<file path="config.mk">
export PLATFORM = sky130hd
export DESIGN_NAME = display_scanner
export DESIGN_NICKNAME = d
export VERILOG_FILES = /design/src/rtl/display_scanner.sv
export SDC_FILE = /design/constraint.sdc
export NUM_CORES = 1
export LEC_CHECK = 0
export ABC_CLOCK_PERIOD_IN_PS = 3600
export CORE_MARGIN = 2
export CORE_UTILIZATION = 61
export DETAILED_ROUTE_END_ITERATION = 16
export PLACE_DENSITY = 0.84
export SETUP_SLACK_MARGIN = 0.1
export SLEW_MARGIN = 20
export SYNTH_ARGS = -nofsm -noshare
export SYNTH_HDL_FRONTEND = slang
export SYNTH_SLANG_ARGS = --single-unit
</file>
<file path="constraint.sdc">
create_clock -name clk -period 3.6 [get_ports clk]
set_clock_uncertainty 0.15 [all_clocks]
set_input_delay 0.54 -clock clk [delete_from_list [all_inputs] [get_ports clk]]
set_output_delay 0.54 -clock clk [all_outputs]
set_load 0.005 [all_outputs]
</file>
<file path="src/rtl/display_scanner.sv">
// Four-digit multiplexed display scanner with prescaler, per-slot guard blanking and
// frame-synchronous double-buffered value updates. Optional macro: LEADING_ZERO_BLANK_EN.
module display_scanner #(
    parameter int unsigned CLK_DIV = 50000,
    parameter int unsigned GUARD   = 16
) (
    input  logic        clk,
    input  logic        reset,
    input  logic        enable,
    input  logic        load,
    input  logic [15:0] value,
    input  logic [3:0]  dp,
    output logic [3:0]  digit,
    output logic        decimal,
    output logic [3:0]  anode,
    output logic        busy
);

    localparam int unsigned CW = (CLK_DIV > 1) ? $clog2(CLK_DIV) : 1;
    typedef logic [CW-1:0] cnt_t;
    localparam cnt_t CNT_MAX = cnt_t'(CLK_DIV - 1);

    cnt_t        cnt_q, cnt_d;
    logic [1:0]  idx_q, idx_d;
    logic [15:0] shadow_q, shadow_d;
    logic [3:0]  shadow_dp_q, shadow_dp_d;
    logic [15:0] pending_q, pending_d;
    logic [3:0]  pending_dp_q, pending_dp_d;
    logic        busy_q, busy_d;
    logic [3:0]  digit_q, digit_d;
    logic        decimal_q, decimal_d;
    logic [3:0]  anode_q, anode_d;
    logic        tick;
    logic        boundary;
    logic        blank;

    always_ff @(posedge clk) begin
        if (reset) begin
            cnt_q        <= '0;
            idx_q        <= 2'd0;
            shadow_q     <= 16'h0000;
            shadow_dp_q  <= 4'h0;
            pending_q    <= 16'h0000;
            pending_dp_q <= 4'h0;
            busy_q       <= 1'b0;
            digit_q      <= 4'h0;
            decimal_q    <= 1'b0;
            anode_q      <= 4'b1111;
        end else begin
            cnt_q        <= cnt_d;
            idx_q        <= idx_d;
            shadow_q     <= shadow_d;
            shadow_dp_q  <= shadow_dp_d;
            pending_q    <= pending_d;
            pending_dp_q <= pending_dp_d;
            busy_q       <= busy_d;
            digit_q      <= digit_d;
            decimal_q    <= decimal_d;
            anode_q      <= anode_d;
        end
    end

    // Prescaler and slot index; both freeze while enable is low.
    always_comb begin
        tick     = enable && (cnt_q == CNT_MAX);
        boundary = tick && (idx_q == 2'd3);
        cnt_d    = cnt_q;
        idx_d    = idx_q;
        if (enable) begin
            if (tick) begin
                cnt_d = '0;
                idx_d = idx_q + 2'd1;
            end else begin
                cnt_d = cnt_q + cnt_t'(1);
            end
        end
    end

    // Loads park in pending; shadow only changes on a frame boundary so a frame is never torn.
    always_comb begin
        shadow_d     = shadow_q;
        shadow_dp_d  = shadow_dp_q;
        pending_d    = pending_q;
        pending_dp_d = pending_dp_q;
        busy_d       = busy_q;
        if (boundary) begin
            if (load) begin
                shadow_d    = value;
                shadow_dp_d = dp;
            end else if (busy_q) begin
                shadow_d    = pending_q;
                shadow_dp_d = pending_dp_q;
            end
            busy_d = 1'b0;
        end else if (load) begin
            pending_d    = value;
            pending_dp_d = dp;
            busy_d       = 1'b1;
        end
    end

    // Outputs are computed from next state so they change on the same edge as idx.
    always_comb begin
        digit_d   = shadow_d[{idx_d, 2'b00} +: 4];
        decimal_d = shadow_dp_d[idx_d];
`ifdef LEADING_ZERO_BLANK_EN
        blank = (idx_d != 2'd0) && !shadow_dp_d[idx_d] &&
                ((shadow_d >> {idx_d, 2'b00}) == 16'h0000);
`else
        blank = 1'b0;
`endif
        if (enable && (32'(cnt_d) >= GUARD) && !blank) begin
            anode_d = ~(4'b0001 << idx_d);
        end else begin
            anode_d = 4'b1111;
        end
    end

    assign digit   = digit_q;
    assign decimal = decimal_q;
    assign anode   = anode_q;
    assign busy    = busy_q;

endmodule

</file>
==> metrics, run 1 <==
status completed; final worst setup slack 0.7056 ns; post_cts resized 0; vias in the first global route 3,236; nets 479; crit path max fanout 12; Pwr Density 380.0 mW/mm2; RR Endpoint digit[2]$_SDFF_PP0_; die area 0.006357 mm2; critical path class flop to flop; share of layout cells above drive strength 1 0.07002; area share of the largest cell type after synthesis 0.3891; Setup Buffers After CTS 0; Syn. warnings 0; Avg WL per Cell roughly 18 um; mapped cell area roughly 0.0035 mm2; number of synthesized flops with an enable pin 0; max incr delay on CP 0.61 ns; first-pass GRT wire length 15,190 um; Syn Inst Count between 400 and 500; Vias/cell 6.577; cell mode on critical path and2_1; Clock Sink Count 68; pin count of the biggest net entering global routing 37; Worst setup SP type flop; total track usage 0.3053; DIE WIDTH 79.73 um; Worst R2R Start idx_q[0]$_SDFF_PP0_; DP Worst Slack 0.5380 ns; leakage dissipation 0.001392 uW; antenna violations before repair 0; Tightest Hold Check Type flop to flop; initial core utilization 0.6353; total wire length 9590 um; IO Count 34; worst setup path start idx_q[0]$_SDFF_PP0_; P_int approximately 1200 uW; fmax 345.5 MHz; Max Cap Viol 0; die height 79.73 um; register area share after synthesis 0.3891; post-synth cell types between 40 and 50; total gr overflow 0; drt initial violations between 400 and 500; post-DP HPWL 6273 um; TritonCTS buffer count 9; Period minus WS final 2.894 ns; Fin. Hold Viols 0; clock latency at the later pin of the worst-skew pair 0.35 ns; number of cells on the critical path 6; commonest register cell after synthesis dfxtp_1; endpoint class of the critical path flop; setup TNS 0 ns; critical-path cell list ha_1 -> and2_1 -> and2_1 -> a221o_1 -> a22oi_1 -> a41oi_1; RePlAce Congestion 0.8518; R2R Setup Slk 0.71 ns; Synth Area in Simple Gates 0.2657; final worst-path cycle share 0.8040; H-Tree Depth 3; Diodes inserted 0; root buf cell clkbuf_8; WHS Path Cells 2; Syn Area/Cell ~8 um2; Slew headroom 0.4112; worst vdd ir 0.2534 mV; # rows 27; worst reg2reg path depth 6; sequential cell area 0.001361 mm2; Slowest-stage cell, CP dfxtp_1; Clk pwr share 0.427; Synth area leaders dfxtp_1 39%, nand2_1 8.2%, a41oi_1 3.8%; switching share of power 0.2350; Worst EP required 3.72 ns; Slew @ Worst Pin 0.8765 ns; core area 0.005507 mm2; fin. max-slew vios 0; mux cell area share after synthesis 0.003219; cts-stage hold buffer count 0; Layout fillers ~440; Psw 357.4 uW; CTS tree built; Multi-input gate area 0.001944 mm2; Routed Antenna Nets 0; RSZ-0062 raised after global routing no; sequential fraction of design power 0.512; P&R area growth vs syn 14.41%; Worst EP arrival 3.01 ns; asr flop ratio synth 0; post-synthesis register bit count 68; Max Buffers Root-to-Sink 2; xor/xnor cell area share of the yosys netlist 0.03755; Remaining DRCs 0; dominant cell type by area after synthesis dfxtp_1; Gate power share 0.061; # port buffers 33; vias after detailed routing 3,479; adder-cell share of the synthesized area 0.01073; First-pass DRT Iterations 6; synthesized net count 462; post-synthesis compound-gate area fraction 0.2386; Largest delay share family, worst path simple AND/OR/NAND/NOR gates; worst path bufs/invs 0; largest family of logic cells by synthesized area simple AND/OR/NAND/NOR gates; clk slew on worst S/H paths 0.07 ns; final setup fails 0; crit path to digit[2]$_SDFF_PP0_
-- cell usage in the layout, fill, tap and decap left out, types with 13 or more instances in the layout --
| cell | n |
|---|---|
| nand2_1 | 76 |
| dfxtp_1 | 68 |
| clkdlybuf4s50_1 | 32 |
| a21oi_1 | 26 |
| nand3_1 | 25 |
| nor2_1 | 24 |
| o21ai_0 | 20 |
| a31oi_1 | 20 |
| a41oi_1 | 15 |
| a22oi_1 | 15 |
| nor2b_1 | 14 |
| and2_1 | 13 |
-- metrics by stage --
step / power [uW] / cell area, um2 / instances / utilization / hold WS, ns
after floorplan: 836.5 / 3498 / 435 / - / 0.2862
final: 1521 / 4003 / 529 / 0.7269 / 0.3082
after global placement: 882.5 / 3800 / 513 / 0.6901 / 0.2942
after global routing: 1560 / 4003 / 529 / 0.7269 / 0.3336
after detailed placement: 885.7 / 3800 / 513 / 0.6901 / 0.2997
after CTS: 1517 / 4003 / 529 / 0.7269 / 0.3104
-- routing by layer --
layer,part of all wire,vias to the layer above,GRT usage
li1,-,1625,-
met1,0.40,1630,0.3777
met2,0.49,189,0.5092
met3,0.073,35,0.04751
met4,0.040,0,0.1644
met5,0,-,0
-- power groups by stage --
stage	Sequential (uW)	Clock, uW	Combinational [uW]
after detailed placement	795	0	90.7
after global placement	794	0	88.5
after CTS	778	648	91.2
after global routing	779	681	100
after floorplan	792	0	44.6
final	778	650	92.7
-- Yosys cell counts (3+ instances only) --
cell type  instances
o31ai_1           11
nor2b_1           14
nand2b_1           4
xor2_1             8
a22oi_1           15
a21oi_1           26
nor4_1             5
nand4_1            8
a41oi_1           15
inv_1              3
ha_1               3
o21ai_0           20
clkbuf_1          23
and3_1             4
nor2_1            24
nor3_1             4
nand3_1           25
buf_2              8
xnor2_1            7
a221o_1           10
dfxtp_1           68
a31oi_1           20
nand2_1           76
and2_1            13
-- worst min-delay path by stage --
stage,startpoint,to,slack (ns)
after floorplan,pending_dp_q[0]$_SDFFE_PP0P_,pending_dp_q[0]$_SDFFE_PP0P_,0.29
after global placement,pending_dp_q[1]$_SDFFE_PP0P_,pending_dp_q[1]$_SDFFE_PP0P_,0.29
after detailed placement,pending_dp_q[3]$_SDFFE_PP0P_,pending_dp_q[3]$_SDFFE_PP0P_,0.30
after CTS,pending_dp_q[3]$_SDFFE_PP0P_,pending_dp_q[3]$_SDFFE_PP0P_,0.31
after global routing,pending_q[12]$_SDFFE_PP0P_,pending_q[12]$_SDFFE_PP0P_,0.33
final,pending_q[15]$_SDFFE_PP0P_,pending_q[15]$_SDFFE_PP0P_,0.31
-- sequential cells by signal (all words and copies together), names as in the netlist --
signal	count
decimal	1
pending_dp_q	4
shadow_q	16
digit	4
busy	1
anode	4
cnt_q	16
pending_q	16
idx_q	2
shadow_dp_q	4
-- worst reg2reg max path, stage by stage, from the launching register on --
cell	delay [ns]
dfxtp_1	0.61
ha_1	0.47
and2_1	0.50
and2_1	0.45
a221o_1	0.27
a22oi_1	0.11
a41oi_1	0.25
-- layout make-up --
cell class | instances | area share
repair buffers | 42 | 0.09816
multi-input cells | 328 | 0.4858
clock buffers | 12 | 0.03876
flip-flops and latches | 68 | 0.3401
well taps | 72 | 0.02251
inverters | 3 | 0.002813
clock inverters | 4 | 0.01188
-- cell families (layout without fill, tap and decap cells) --
kind of cell / Yosys count / count (layout)
XOR/XNOR: 15 / 15
AND/OR/NAND/NOR: 186 / 186
buffers and inverters: 39 / 61
multiplexers: 1 / 1
adder cells (fa/ha/maj): 3 / 3
flip-flops: 68 / 68
AO/OA/AOI/OAI: 123 / 123
No activity file was read; power rests on OpenSTA's default activity.
==> run 2: changes to the inputs <==
ABC_CLOCK_PERIOD_IN_PS = 2950   (was 3600)
CORE_UTILIZATION = 57   (was 61)
PLACE_DENSITY = 0.8   (was 0.84)
clock period = 2.95 ns   (was 3.6 ns; I/O delays follow)
==> metrics, run 2 (synthesis results as in run 1) <==
status completed; initial core utilization 0.5909; TritonCTS buffer count 9; first-pass GRT wire length 14,930 um; nets 486; total wire length 9478 um; Worst EP arrival 2.71 ns; Max Buffers Root-to-Sink 2; drt initial violations 377; DP Area 0.003856 mm2; Avg WL per Cell 17.58 um; Layout fillers a little over 500; total track usage 0.2905; CTS tree built; crit path max fanout 21; RSZ-0062 raised after global routing no; most common cell after layout, fill and taps aside nand2_1; core area about 0.0059 mm2; RePlAce Congestion between 0.8 and 0.9; WHS Path Cells 2; hold path start pending_q[12]$_SDFFE_PP0P_; Period minus WS final 2.645 ns; Max Cap Viol 0; post-DP HPWL 6410 um; Diodes inserted 0; Slew @ Worst Pin 0.9504 ns; Power Total 2037 uW; Worst Hold End pending_q[12]$_SDFFE_PP0P_; clock latency at the later pin of the worst-skew pair 0.35 ns; vias after detailed routing 3,454; R2R Setup Slk 0.30 ns; Final Cell Area 0.004106 mm2; most frequent cells in the layout 76 x nand2_1, 68 x dfxtp_1, 32 x clkdlybuf4s50_1, 26 x a21oi_1, 25 x nand3_1; worst setup path start cnt_q[0]$_SDFF_PP0_; post_cts resized 0; Multi-input gate area just under 0.002 mm2; worst vdd ir 0.4341 mV; Tightest Hold Check Type flop to flop; biggest regs cnt_q: 16 flops, pending_q: 16 flops, shadow_q: 16 flops; Placed Cells incl. Taps 523; setup TNS 0 ns; sequential cell area between 0.001 and 0.0015 mm2; fin. max-slew vios 0; Worst setup SP type flop; Worst R2R Start cnt_q[0]$_SDFF_PP0_; final worst-path cycle share 0.8968; DIE WIDTH between 80 and 90 um; final setup fails 0; # port buffers 33; vias in the first global route roughly 3.1k; critical path class flop to flop; # rows 28; RR Endpoint digit[3]$_SDFF_PP0_; H-Tree Depth 3; die area 0.006780 mm2; Fin. Hold Viols 0; post-layout util 0.6936; IO Count 34; worst reg2reg path depth 7; Vias/cell 6.408; pin count of the biggest net entering global routing 29; fin cells around 540; Pwr Density 496.0 mW/mm2; antenna violations before repair 0; Worst EP required 3.02 ns; Setup Buffers After CTS 0; First-pass DRT Iterations 5; root buf cell clkbuf_8; Routed Antenna Nets 0; endpoint class of the critical path flop; clk slew on worst S/H paths 0.07 ns; share of layout cells above drive strength 1 0.08405; leakage dissipation 0.001453 uW; P&R area growth vs syn 17.38%; Clock Sink Count 68; total gr overflow 0; die height a little over 80 um; Remaining DRCs 0; Slew headroom 0.3651; fmax 378.0 MHz; cts-stage hold buffer count 0
==> run 2: cell types whose count changed in the layout (fill, tap and decap cells not counted) <==
cell,before,now
clkinvlp_4,1,0
clkinv_2,2,1
bufinv_16,1,3
buf_4,9,16
==> run 2: worst max-delay path by stage <==
stage / end / cells past startpoint
after floorplan: digit[1]$_SDFF_PP0_ / 8
after global placement: anode[1]$_SDFF_PP1_ / 8
after detailed placement: digit[3]$_SDFF_PP0_ / 7
after CTS: pending_q[2]$_SDFFE_PP0P_ / 7
after global routing: digit[2]$_SDFF_PP0_ / 7
final: digit[3]$_SDFF_PP0_ / 7
==> run 2: power breakdown <==
group          total, uW  leakage, uW  switching [uW]  internal [uW]
clock                976     0.000127             369            607
sequential           951     0.000552            14.5            936
combinational        111     0.000774            60.9           49.7
==> run 2: metrics by stage <==
step,hold WS (ns),setup slack (ns)
6_report,0.3128,0.3046
5_1_grt,0.3215,0.1533
4_1_cts,0.3098,0.3209
3_5_place_dp,0.2993,0.02800
3_3_place_gp,0.2969,0.05547
2_1_floorplan,0.2862,0.7751
==> run 2: critical path, stage by stage (launching register included) <==
cell     delay [ns]
dfxtp_1        0.42
ha_1           0.24
and4_1         0.26
and4_4         0.42
nand2_2        0.23
a221o_1        0.44
a22oi_1        0.20
a41oi_1        0.14
==> run 2: area by class of cell <==
class                   count  share of cell area
multi-input cells         328              0.4735
flip-flops and latches     68              0.3315
repair buffers             49              0.1085
clock buffers              12             0.03778
clock inverters             4             0.02316
well taps                  75             0.02285
inverters                   3            0.002742
==> run 2: per-layer routing <==
metal / part of all wire / wire [um] / GRT usage / up-vias
met4: 0.025 / 237 / 0.1550 / 0
met2: 0.49 / 4682 / 0.4944 / 153
met5: 0 / 0 / 0 / -
met1: 0.42 / 4028 / 0.3477 / 1639
met3: 0.056 / 530 / 0.05000 / 25
li1: - / - / - / 1637
